## src/rtl/reset_ctrl.sv

```systemverilog
`timescale 1ns/1ps
// Reset controller: async assert, synchronous release after a hold, software reset and reset cause.
// Optional watchdog compiled in when RESET_CTRL_WDT_EN is defined.
module reset_ctrl #(
   parameter int SyncStages = 2,
   parameter int HoldCycles = 16,
   parameter int WdtCycles  = 16384
) (
   input  logic       clk_i,
   input  logic       rst_n_i,
   input  logic       sw_rst_req_i,
   output logic       sw_rst_ack_o,
   input  logic       kick_i,
   output logic       rst_n_o,
   output logic       ready_o,
   output logic       wdt_expired_o,
   output logic [1:0] reset_cause_o
);

   typedef enum logic [1:0] {
      ST_SYNC  = 2'd0,
      ST_HOLD  = 2'd1,
      ST_RUN   = 2'd2,
      ST_SWRST = 2'd3
   } state_t;

   localparam int              HW        = $clog2(HoldCycles + 1);
   localparam logic [HW-1:0]   HOLD_LAST = HW'(HoldCycles - 1);
   localparam logic [1:0]      CAUSE_EXT = 2'd0;
   localparam logic [1:0]      CAUSE_SW  = 2'd1;
   localparam logic [1:0]      CAUSE_WDT = 2'd2;

   state_t                r_state;
   state_t                w_state_nxt;
   logic [SyncStages-1:0] r_sync;
   logic [HW-1:0]         r_hold_cnt;
   logic [HW-1:0]         w_hold_nxt;
   logic                  r_rst_n;
   logic                  r_ready;
   logic                  r_ack;
   logic                  w_ack_nxt;
   logic                  r_wdt;
   logic                  w_wdt_nxt;
   logic [1:0]            r_cause;
   logic [1:0]            w_cause_nxt;
   logic                  w_run_nxt;
   logic                  w_expire;

   // Release synchronizer: shifts in ones once the raw reset is released
   always_ff @(posedge clk_i or negedge rst_n_i) begin
      if (!rst_n_i) begin
         r_sync <= '0;
      end else begin
         r_sync <= {r_sync[SyncStages-2:0], 1'b1};
      end
   end

`ifdef RESET_CTRL_WDT_EN
   localparam int            WW       = $clog2(WdtCycles);
   localparam logic [WW-1:0] WDT_LAST = WW'(WdtCycles - 1);

   logic [WW-1:0] r_wdt_cnt;

   assign w_expire = (r_state == ST_RUN) && !kick_i && (r_wdt_cnt == WDT_LAST);

   // Watchdog counter: held at zero outside RUN so it starts clean on RUN entry
   always_ff @(posedge clk_i or negedge rst_n_i) begin
      if (!rst_n_i) begin
         r_wdt_cnt <= '0;
      end else if ((r_state != ST_RUN) || kick_i || w_expire) begin
         r_wdt_cnt <= '0;
      end else begin
         r_wdt_cnt <= r_wdt_cnt + WW'(1);
      end
   end
`else
   logic w_unused_kick;

   assign w_unused_kick = kick_i;
   assign w_expire      = 1'b0;
`endif

   // Next-state and next-output logic
   always_comb begin
      w_state_nxt = r_state;
      w_hold_nxt  = r_hold_cnt;
      w_cause_nxt = r_cause;
      w_ack_nxt   = 1'b0;
      w_wdt_nxt   = 1'b0;
      case (r_state)
         ST_SYNC: begin
            // The sync stage consumes one hold cycle, so the counter is preloaded to 1
            if (r_sync[SyncStages-1]) begin
               if (HoldCycles == 1) begin
                  w_state_nxt = ST_RUN;
               end else begin
                  w_state_nxt = ST_HOLD;
                  w_hold_nxt  = HW'(1);
               end
            end else begin
               w_state_nxt = ST_SYNC;
            end
         end
         ST_HOLD: begin
            if (r_hold_cnt == HOLD_LAST) begin
               w_state_nxt = ST_RUN;
               w_hold_nxt  = '0;
            end else begin
               w_hold_nxt  = r_hold_cnt + HW'(1);
            end
         end
         ST_RUN: begin
            if (sw_rst_req_i) begin
               w_state_nxt = ST_SWRST;
               w_ack_nxt   = 1'b1;
               w_cause_nxt = CAUSE_SW;
            end else if (w_expire) begin
               w_state_nxt = ST_HOLD;
               w_hold_nxt  = '0;
               w_wdt_nxt   = 1'b1;
               w_cause_nxt = CAUSE_WDT;
            end else begin
               w_state_nxt = ST_RUN;
            end
         end
         ST_SWRST: begin
            if (sw_rst_req_i) begin
               w_ack_nxt   = 1'b1;
            end else begin
               w_state_nxt = ST_HOLD;
               w_hold_nxt  = '0;
            end
         end
         default: begin
            w_state_nxt = ST_SYNC;
            w_hold_nxt  = '0;
            w_cause_nxt = CAUSE_EXT;
         end
      endcase
      w_run_nxt = (w_state_nxt == ST_RUN);
   end

   // State, hold counter and registered outputs
   always_ff @(posedge clk_i or negedge rst_n_i) begin
      if (!rst_n_i) begin
         r_state    <= ST_SYNC;
         r_hold_cnt <= '0;
         r_rst_n    <= 1'b0;
         r_ready    <= 1'b0;
         r_ack      <= 1'b0;
         r_wdt      <= 1'b0;
         r_cause    <= CAUSE_EXT;
      end else begin
         r_state    <= w_state_nxt;
         r_hold_cnt <= w_hold_nxt;
         r_rst_n    <= w_run_nxt;
         r_ready    <= w_run_nxt;
         r_ack      <= w_ack_nxt;
         r_wdt      <= w_wdt_nxt;
         r_cause    <= w_cause_nxt;
      end
   end

   assign rst_n_o       = r_rst_n;
   assign ready_o       = r_ready;
   assign sw_rst_ack_o  = r_ack;
   assign wdt_expired_o = r_wdt;
   assign reset_cause_o = r_cause;

endmodule

```

## config.mk

```make
export PLATFORM = sky130hd
export DESIGN_NAME = reset_ctrl
export DESIGN_NICKNAME = d
export VERILOG_FILES = /design/src/rtl/reset_ctrl.sv
export SDC_FILE = /design/constraint.sdc
export NUM_CORES = 1
export LEC_CHECK = 0
export BUFFER_PORTS_ARGS = -buffer_cell sky130_fd_sc_hd__buf_4
export CORE_AREA = 5 5 42 44
export CTS_CLUSTER_SIZE = 28
export DETAILED_ROUTE_END_ITERATION = 16
export DIE_AREA = 0 0 47 49
export PLACE_DENSITY_LB_ADDON = 0.2
export SLEW_MARGIN = 30
export SYNTH_ARGS = -nofsm -noshare
export SYNTH_HDL_FRONTEND = slang
export SYNTH_SLANG_ARGS = --single-unit
```

## constraint.sdc

```tcl
create_clock -name clk_i -period 2.14 [get_ports clk_i]
set_clock_uncertainty 0.05 [all_clocks]
set_input_delay 0.428 -clock clk_i [delete_from_list [all_inputs] [get_ports clk_i]]
set_output_delay 0.428 -clock clk_i [all_outputs]
set_load 0.1 [all_outputs]
```

==> results of run 1 <==
[through the flow]
step | instance area [µm²] | power [mW]
floorplan | 537 | 0.694
detailed placement | 574 | 0.765
finish | 621 | 0.932
CTS | 621 | 0.948
global route | 621 | 1.01
global placement | 574 | 0.758
[synthesized netlist by cell type, drive strengths merged]
cell type and number:
nor3 1, mux2i 1, nor2 3, o21ai 3, nand2 1, inv 2, a32o 1, nand4b 1
and2 1, o21ba 1, a311oi 1, conb 2, a21o 1, nand3 1, xor2 1, a21oi 3
ha 1, dfrtp 12, o21a 2, or2 1, xnor2 1, buf 4, a22o 2
[cells by family (layout without fill, tap and decap cells)]
kind of cell | Yosys count | after routing | share of synthesized area, %
AO/OA/AOI/OAI | 14 | 14 | 19.5
XOR/XNOR | 2 | 2 | 3.29
adder cells (fa/ha/maj) | 1 | 1 | 2.35
AND/OR/NAND/NOR | 9 | 9 | 8.68
multiplexers | 1 | 1 | 1.88
flip-flops | 12 | 12 | 56.3
other | 2 | 3 | 1.41
buffers and inverters | 6 | 13 | 6.57
[where the power goes]
group / total (mW) / switching, mW / internal [mW]
sequential: 0.371 / 0.0770 / 0.294
clock: 0.173 / 0.0699 / 0.103
combinational: 0.387 / 0.234 / 0.154
[critical path, cell delays in order, from the launching register on]
cell      delay [ns]
dfrtp_1         0.42
ha_1            0.24
nand4b_1        0.16
or2_1           0.28
o21a_1          0.18
[state kept, by name, indices dropped and copies added (netlist names)]
signal	flops
r_hold_cnt	5
r_state	2
r_sync	2
ready_o	1
reset_cause_o	1
sw_rst_ack_o	1
[worst min path at each step]
stage	start	end	slack [ns]	cells past startpoint
after floorplan	rst_n_i	r_hold_cnt[0]	0.08	0
after global placement	rst_n_i	r_hold_cnt[0]	0.23	1
after detailed placement	rst_n_i	r_state[1]	0.23	1
after CTS	r_sync[0]	r_sync[1]	0.30	0
after global routing	r_sync[0]	r_sync[1]	0.33	0
final	r_sync[0]	r_sync[1]	0.31	0
[layer usage]
metal | up-vias | GRT usage (%) | part of all wire, %
met5 | - | 0 | 0
met4 | 0 | 5.53 | 0
met3 | 0 | 5.54 | 5.9
met2 | 8 | 12.4 | 47
met1 | 163 | 11.5 | 47
li1 | 174 | - | -
[cell type report]
type | count | area (µm²) | area share [%]
Clock buffer | 4 | 36.3 | 5.85
Inverter | 2 | 7.51 | 1.21
Multi-Input combinational cell | 30 | 201 | 32.5
Sequential cell | 12 | 300 | 48.4
Tap cell | 16 | 20.0 | 3.23
Timing Repair Buffer | 7 | 55.1 | 8.87
[what timing repair did]
action | in CTS | in global routing
hold endpoints to repair | 12 | 0
hold buffers | 1 | 0
buffers inserted | 0 | 0
==> metrics.md, run 1 <==
| Metric | Value |
|---|---|
| Leading cell type in the layout, fill and taps excluded | dfrtp_1 |
| Synth Register Bits | 12 |
| Gpl congestion | a little under 0.8 |
| R2R setup slack | between 0.6 and 0.7 ns |
| Synth Warn # | 0 |
| Clk root buf | clkbuf_4 |
| Number of CTS-inserted buffers | 3 |
| Die area | 2300 µm² |
| Fillers | between 100 and 150 |
| Fin crit period | ~1.4 ns |
| Die height | around 49 µm |
| Share of layout cells above drive strength 1 | about a quarter |
| Pwr/cell area | ~1500 nW/µm² |
| CP required | about 2.3 ns |
| Post-DRT Antenna Nets | 0 |
| Area delta synth->final | 16.4% |
| Final worst setup slack | around 0.70 ns |
| Initial antenna violation count | 0 |
| Dpl cells | 66 |
| CP Launch Type | flip-flop |
| Crit path capture | r_state[0] |
| H-Tree Depth | 1 |
| Maximum clock path buffer count | 2 |
| TritonRoute pass-1 iters | 2 |
| I/O Pins | 10 |
| GRT Util Overall | 9.42% |
| Worst R2R Start | r_hold_cnt[0] |
| Initial Util | roughly two fifths |
| WL per Instance | 12.1 µm |
| Final hold viol count | 0 |
| Final Max Slew Viols | 0 |
| Cell count after synthesis | 47 |
| DIE WIDTH | 47 µm |
| Clk pin slew, worst setup/hold paths | around 0.07 ns |
| Pleak | between 0.2 and 0.3 nW |
| Setup Crit Path Kind | reg -> reg |
| Largest cells by area after synthesis | dfrtp_1 56%, buf_4 4.2%, o21a_1 2.8%, ha_1 2.3%, nor2_1 2.1% |
| Largest net degree at the start of global routing | 13 |
| Worst vdd ir | between 600 and 700 µV |
| First-pass GRT wire length | about 1500 µm |
| Status | complete, no violations |
| Worst EP arrival | around 1.6 ns |
| Post-synth cell types | 27 |
| Routed WL | between 800 and 900 µm |
| Endpoints failing setup | 0 |
| Grt ovf | 0 |
| Clock tree from TritonCTS | done |
| Final Core Density | 44.3% |
| Most frequent cells in the layout | 12 x dfrtp_1, 6 x buf_4, 3 x nor2_1, 3 x conb_1, 3 x clkbuf_4 |
| Crit Reg-Reg Endpoint | r_state[0] |
| Residual DRC | 0 |
| Hold slack | 0.306 ns |
| Worst Reg2Reg Path Length in Cells | 4 |
| Net count, final | 61 |
| # diodes | 0 |
| CP endpoint kind | flip-flop |
| Number of DRC markers in iteration 0 | 3 |
| Share of the synthesized area in the top cell type | 56.3% |
| F_max | about 690 MHz |
| Max Cap Viol | 0 |
| Crit path max fanout | 4 |
| FP Rows | 14 |
| Post-route insts no fill | 71 |
| RSZ-0062 raised after global routing | false |
| Number of global-route vias before repair | 333 |
| Setup total negative slack | 0 ns |
| Fin crit share | between 60% and 70% |
| CTS resizes | 0 |
| Detailed-placement wirelength estimate | between 600 and 700 µm |
| Worst skew pair latency | roughly 0.27 ns |
| Core Box Area | 1400 µm² |
| Critical Path Start | r_hold_cnt[0] |
| Largest area contributor in the netlist | dfrtp_1 |
| Seq/Total Area, Yosys | a little under three fifths |
| Via Count | approximately 350 |
| Place WS | roughly 0.7 ns |
| Hold crit path type | reg -> reg |
| Via-per-instance ratio | approximately 4.9 |
| PortBufs | 6 |
| Sink Count | 12 |
| Syn avg cell area | between 10 and 15 µm² |
| Netlist Area Pre-Place | ~530 µm² |
Note: power is estimated with default switching activity, not from simulation.
==> run 2: changes to the inputs <==
==> constraint.sdc (replaced) <==
create_clock -name clk_i -period 1.3 [get_ports clk_i]
set_clock_uncertainty 0.05 [all_clocks]
set_input_delay 0.26 -clock clk_i [delete_from_list [all_inputs] [get_ports clk_i]]
set_output_delay 0.26 -clock clk_i [all_outputs]
set_load 0.1 [all_outputs]
==> run 2 against run 1 <==
  * Sequential share of layout area shrank 3.4 points
  * Highest routed layer is now met4
  * Setup slack got worse by 0.66 ns
  * Final area increased by 8.9%
  * Critical path depth down 3
  * Clock power increased by 35%
  * Via count is 6.7% higher
  * Count of clock-buffer cells in the layout did not move
  * Die area stayed put
  * Register-to-register slack worse by 0.65 ns
  * First-iteration DRC count did not move
  * Core utilization grew 3.9 points
  * Hold slack lost 0.11 ns
==> metrics.md, run 2 (synthesis results as in run 1) <==
| Metric | Value |
|---|---|
| Number of buffers and inverters on the critical path | 1 |
| I/O Pins | 10 |
| CP max-delay cell | dfrtp_4 |
| Die area | around 2300 µm² |
| Max Cap Viol | 0 |
| Fillers | between 100 and 150 |
| Maximum clock path buffer count | 2 |
| Pleak | around 0.32 nW |
| Detailed-placement wirelength estimate | about 630 µm |
| Placed Area | roughly 620 µm² |
| Sw Pwr | 0.655 mW |
| Clk pin slew, worst setup/hold paths | around 0.080 ns |
| CP Launch Type | flip-flop |
| Crit path capture | ready_o |
| Initial Util | about two fifths |
| Routed WL | around 860 µm |
| Crit Reg-Reg Endpoint | r_hold_cnt[2] |
| Via-per-instance ratio | approximately 4.8 |
| CP cell instances | buf_6 |
| RSZ-0062 raised after global routing | true |
| GRT Util Overall | around a tenth |
| Sw Ratio | between 40 and 50% |
| Grt ovf | 0 |
| Clock power share | between 10 and 15% |
| Core Box Area | approximately 1400 µm² |
| Sink Count | 12 |
| Design Area, Final | 676 µm² |
| First-pass GRT wire length | 1530 µm |
| Total power | 1.63 mW |
| Worst Reg2Reg Path Length in Cells | 4 |
| Post-DRT Antenna Nets | 0 |
| Clock tree from TritonCTS | done |
| Final hold viol count | 0 |
| Int Pwr | about 1 mW |
| Crit path max fanout | 2 |
| Critical Path Start | ready_o |
| CP endpoint kind | output pin |
| Most frequent cells in the layout | 11 x dfrtp_1, 10 x buf_4, 3 x nor2_1, 3 x conb_1, 3 x clkbuf_4 |
| Worst skew pair latency | approximately 0.27 ns |
| Number of global-route vias before repair | 352 |
| Worst R2R Start | r_hold_cnt[0] |
| Largest net degree at the start of global routing | 13 |
| Sequential cell area | approximately 300 µm² |
| Setup Crit Path Kind | reg -> out |
| Worst EP arrival | around 0.95 ns |
| CP required | 0.99 ns |
| Largest register FFs | 5 |
| WL per Instance | around 11 µm |
| Via Count | approximately 370 |
| Share of layout cells above drive strength 1 | about a third |
| Residual DRC | 0 |
| R2R setup slack | 0.05 ns |
| Status | complete, no violations |
| F_max | slightly below 800 MHz |
| Leading cell type in the layout, fill and taps excluded | dfrtp_1 |
| Area delta synth->final | 26.8% |
| Number of DRC markers in iteration 0 | 3 |
| Final Max Slew Viols | 0 |
| Fin crit period | about 1.3 ns |
| Net count, final | 67 |
| Number of CTS-inserted buffers | 3 |
| Fin crit share | a little over nine tenths |
| Pwr/cell area | 2410 nW/µm² |
| Sequential Power Share | around 36% |
| H-Tree Depth | 1 |
| Initial antenna violation count | 0 |
| Die height | roughly 49 µm |
| Endpoints failing setup | 0 |
| Setup total negative slack | 0 ns |
| Worst vdd ir | 996 µV |
| FP Rows | 14 |
| Top reg by flops | r_hold_cnt |
| DIE WIDTH | 47 µm |
| # diodes | 0 |
| Crit path largest cell delay | 0.49 ns |
| TritonRoute pass-1 iters | 2 |
| Gpl congestion | roughly 0.73 |
| PortBufs | 6 |
| Combinational share of power | 49.7% |
| Crit path max-delay family | flip-flops |
| Hold crit path type | in -> reg |
| WP depth | 1 |
| Top Registers | r_hold_cnt: 5 flops, r_state: 2 flops, r_sync: 2 flops |
| Clk root buf | clkbuf_4 |
| Area of the multi-input gates | between 200 and 250 µm² |
run 2: cell types whose count changed in the layout (fill, tap and decap cells not counted), sizes merged:
cell  delta
buf      +6
run 2: cell type report:
cell class	count	share of cell area [%]
inverter	2	1.11
sequential	12	45.0
multi-input combinational	30	31.1
tap	16	2.96
clock buffer	4	3.89
timing repair buffer	13	15.9
run 2: worst min path at each step:
stage	startpoint	endpoint	slack [ns]	cells after the start
floorplan	rst_n_i	r_hold_cnt[0]	-0.09	0
global placement	rst_n_i	r_sync[0]	0.06	1
detailed placement	rst_n_i	r_sync[0]	0.06	1
CTS	sw_rst_req_i	r_state[1]	0.19	3
global route	sw_rst_req_i	ready_o	0.21	4
finish	sw_rst_req_i	r_state[1]	0.20	3
run 2: metrics by stage:
| stage | util (%) | cells | hold slack (ns) | worst slack, ns |
|---|---|---|---|---|
| 5_1_grt | 48.2 | 77 | 0.214 | -0.0291 |
| 2_1_floorplan | - | 48 | -0.0856 | 0.0234 |
| 3_5_place_dp | 43.9 | 71 | 0.0570 | 0.0364 |
| 6_report | 48.2 | 77 | 0.199 | 0.0395 |
| 4_1_cts | 47.0 | 76 | 0.190 | -0.0104 |
| 3_3_place_gp | 43.9 | 71 | 0.0578 | 0.0428 |
run 2: power groups by stage:
stage,clock (mW),sequential (mW),combinational [mW]
after global placement,0,0.581,0.760
after detailed placement,0,0.583,0.766
after floorplan,0,0.717,0.430
final,0.233,0.585,0.809
after CTS,0.248,0.582,0.787
after global routing,0.272,0.603,0.886
run 2: timing repair:
| item | in CTS | in global routing |
|---|---|---|
| buffers inserted | 0 | 1 |
| gates resized for setup | 1 | 3 |
| endpoints found under the hold margin | 12 | 0 |
| hold buffers | 1 | 0 |
| setup endpoints to repair | 3 | 5 |
run 2: metal layers:
layer  up-vias  global-route usage (%)  part of all wire [%]  wire length (µm)
li1        186                       -                     -                 -
met1       170                    10.6                    46               394
met2        10                    13.6                    44               378
met3         2                    5.54                   8.4                72
met4         0                    4.15                   1.5                13
met5         -                       0                     0                 0
==> run 3: changes to the inputs <==
--- a/config.mk
+++ b/config.mk
@@ -6,6 +6,7 @@
 export NUM_CORES = 1
 export LEC_CHECK = 0
 export BUFFER_PORTS_ARGS = -buffer_cell sky130_fd_sc_hd__buf_4
+export CAP_MARGIN = 10
 export CORE_AREA = 5 5 42 44
 export CTS_CLUSTER_SIZE = 28
 export DETAILED_ROUTE_END_ITERATION = 16
==> constraint.sdc (replaced) <==
create_clock -name clk_i -period 1.1 [get_ports clk_i]
set_clock_uncertainty 0.05 [all_clocks]
set_input_delay 0.22 -clock clk_i [delete_from_list [all_inputs] [get_ports clk_i]]
set_output_delay 0.22 -clock clk_i [all_outputs]
set_load 0.1 [all_outputs]
==> run 3 against run 2 <==
  * The flow now finishes with violations (setup timing)
  * Sequential power increased by 15%
  * Sequential cell count unchanged
  * Core utilization increased by 4.9 points
  * Wire length increased by 7.2%
  * Largest power group unchanged
==> metrics.md, run 3 (synthesis results as in run 1) <==
| Metric | Value |
|---|---|
| Clock tree from TritonCTS | done |
| First-pass GRT wire length | 1430 µm |
| R2R setup slack | -0.17 ns |
| F_max | slightly below 800 MHz |
| Setup Crit Path Kind | reg -> reg |
| CP endpoint kind | flip-flop |
| Detailed-placement wirelength estimate | roughly 680 µm |
| Setup total negative slack | -1.05 ns |
| Initial antenna violation count | 0 |
| Status | complete, but fails checks |
| GRT Util Overall | under 10% |
| Final hold viol count | 0 |
| FP Rows | 14 |
| CP Launch Type | flip-flop |
| Endpoints failing setup | 11 |
| WP depth | 4 |
| TritonRoute pass-1 iters | 4 |
| CP required | around 1.2 ns |
| Initial Util | between 30% and 40% |
| CP cell instances | ha_2 > nand4b_1 > or2_1 > o21a_1 |
| Max Cap Viol | 0 |
| DIE WIDTH | approximately 47 µm |
| Worst skew pair latency | around 0.27 ns |
| Clk pin slew, worst setup/hold paths | 0.08 ns |
| Pwr/cell area | 2870 nW/µm² |
| Total power | 2.14 mW |
| Largest net degree at the start of global routing | 13 |
| Fillers | 130 |
| Hold crit path type | in -> reg |
| Sink Count | 12 |
| # diodes | 0 |
| Via Count | between 300 and 400 |
| Clk root buf | clkbuf_4 |
| Crit path largest cell delay | 0.37 ns |
| Gpl congestion | 0.751 |
| Hold depth | 3 |
| Worst Reg2Reg Path Length in Cells | 4 |
| Pleak | 0.344 nW |
| Largest register FFs | 5 |
| Sequential cell area | a little over 300 µm² |
| Final Core Density | around 53% |
| RSZ-0062 raised after global routing | true |
| Top Registers | r_hold_cnt: 5 flops, r_state: 2 flops, r_sync: 2 flops |
| CP max-delay cell | dfrtp_1 |
| Number of DRC markers in iteration 0 | 8 |
| Number of CTS-inserted buffers | 3 |
| Grt ovf | 0 |
| Final Max Slew Viols | 0 |
| Routed WL | about 920 µm |
| Leading cell type in the layout, fill and taps excluded | buf_4 |
| Die height | about 50 µm |
| WL per Instance | approximately 12 µm |
| Crit path max fanout | 3 |
| Net count, final | around 70 |
| Crit path max-delay family | flip-flops |
| Maximum clock path buffer count | 2 |
| Residual DRC | 0 |
| Worst EP arrival | 1.38 ns |
| Most frequent cells in the layout | 10 x buf_4, 9 x dfrtp_1, 3 x nor2_1, 3 x conb_1, 3 x clkbuf_4 |
| Via-per-instance ratio | 4.81 |
| Fin crit share | 116% |
| Share of layout cells above drive strength 1 | between 40 and 50% |
| Core Box Area | about 1400 µm² |
| Dpl cells | between 70 and 80 |
| Post-route insts no fill | 79 |
| I/O Pins | 10 |
| H-Tree Depth | 1 |
| Number of global-route vias before repair | between 300 and 400 |
| Die area | ~2300 µm² |
| Area of the multi-input gates | 226 µm² |
| Final worst setup slack | -0.174 ns |
| Top reg by flops | r_hold_cnt |
| Failing checks | setup timing |
| Number of buffers and inverters on the critical path | 0 |
| Fin crit period | 1.27 ns |
| Area delta synth->final | 39.7% |
| Post-DRT Antenna Nets | 0 |
| Post-CTS Setup Inserts | 0 |
| PortBufs | 6 |
| Worst vdd ir | between 1000 and 1500 µV |
[run 3: cell count changes in the layout (fill, tap and decap cells not counted)]
cell,change
buf_12,+2
dfrtp_1,-2
dfrtp_2,+2
a21oi_2,-1
a21oi_4,+1
and2_1,-1
and2_4,+1
clkbuf_1,-1
clkbuf_8,+1
o21ba_2,-1
o21ba_4,+1
[run 3: layout make-up]
type / count / share of cell area (%)
clock buffer: 4 / 4.87
inverter: 2 / 1.01
multi-input combinational: 30 / 30.4
timing repair buffer: 15 / 19.8
tap: 16 / 2.69
sequential: 12 / 41.2
[run 3: final timing paths]
path,startpoint,to
worst min-delay path,sw_rst_req_i,r_state[1]
worst max-delay path,r_hold_cnt[0],r_state[0]
min in group asynchronous,rst_n_i,r_hold_cnt[2]
max in group asynchronous,rst_n_i,ready_o
worst min register to register,r_sync[0],r_sync[1]
worst max register to register,r_hold_cnt[0],r_state[0]
[run 3: per-layer routing]
layer	vias up	global-route usage (%)	wire [µm]
li1	189	-	-
met3	2	2.21	72
met2	12	11.5	389
met1	177	12.0	453
met4	0	5.53	6
met5	-	0	0
[run 3: where the power goes]
group / leakage, nW / internal [mW] / switching, mW / total (mW)
registers: 0.142 / 0.580 / 0.0909 / 0.671
clock network: 0.0210 / 0.201 / 0.148 / 0.349
logic: 0.180 / 0.528 / 0.590 / 1.12
[run 3: worst register-to-register path: stages (launching register included)]
cell	delay (ns)
dfrtp_1	0.37
ha_2	0.20
nand4b_1	0.11
or2_1	0.26
o21a_1	0.18
[run 3: per-stage QoR]
step / worst slack, ns / instance area [µm²] / hold slack, ns
after floorplan: -0.170 / 546 / -0.126
after global placement: -0.145 / 643 / 0.0160
after detailed placement: -0.150 / 643 / 0.0185
after CTS: -0.159 / 727 / 0.164
after global routing: -0.212 / 744 / 0.184
final: -0.174 / 744 / 0.171
[run 3: repair_timing]
item                                    in CTS  in global routing
endpoints found under the hold margin       12                  0
endpoints found under the setup margin      12                 13
hold buffers                                 1                  0
gates resized for setup                      8                  4
pin swaps                                    3                  2
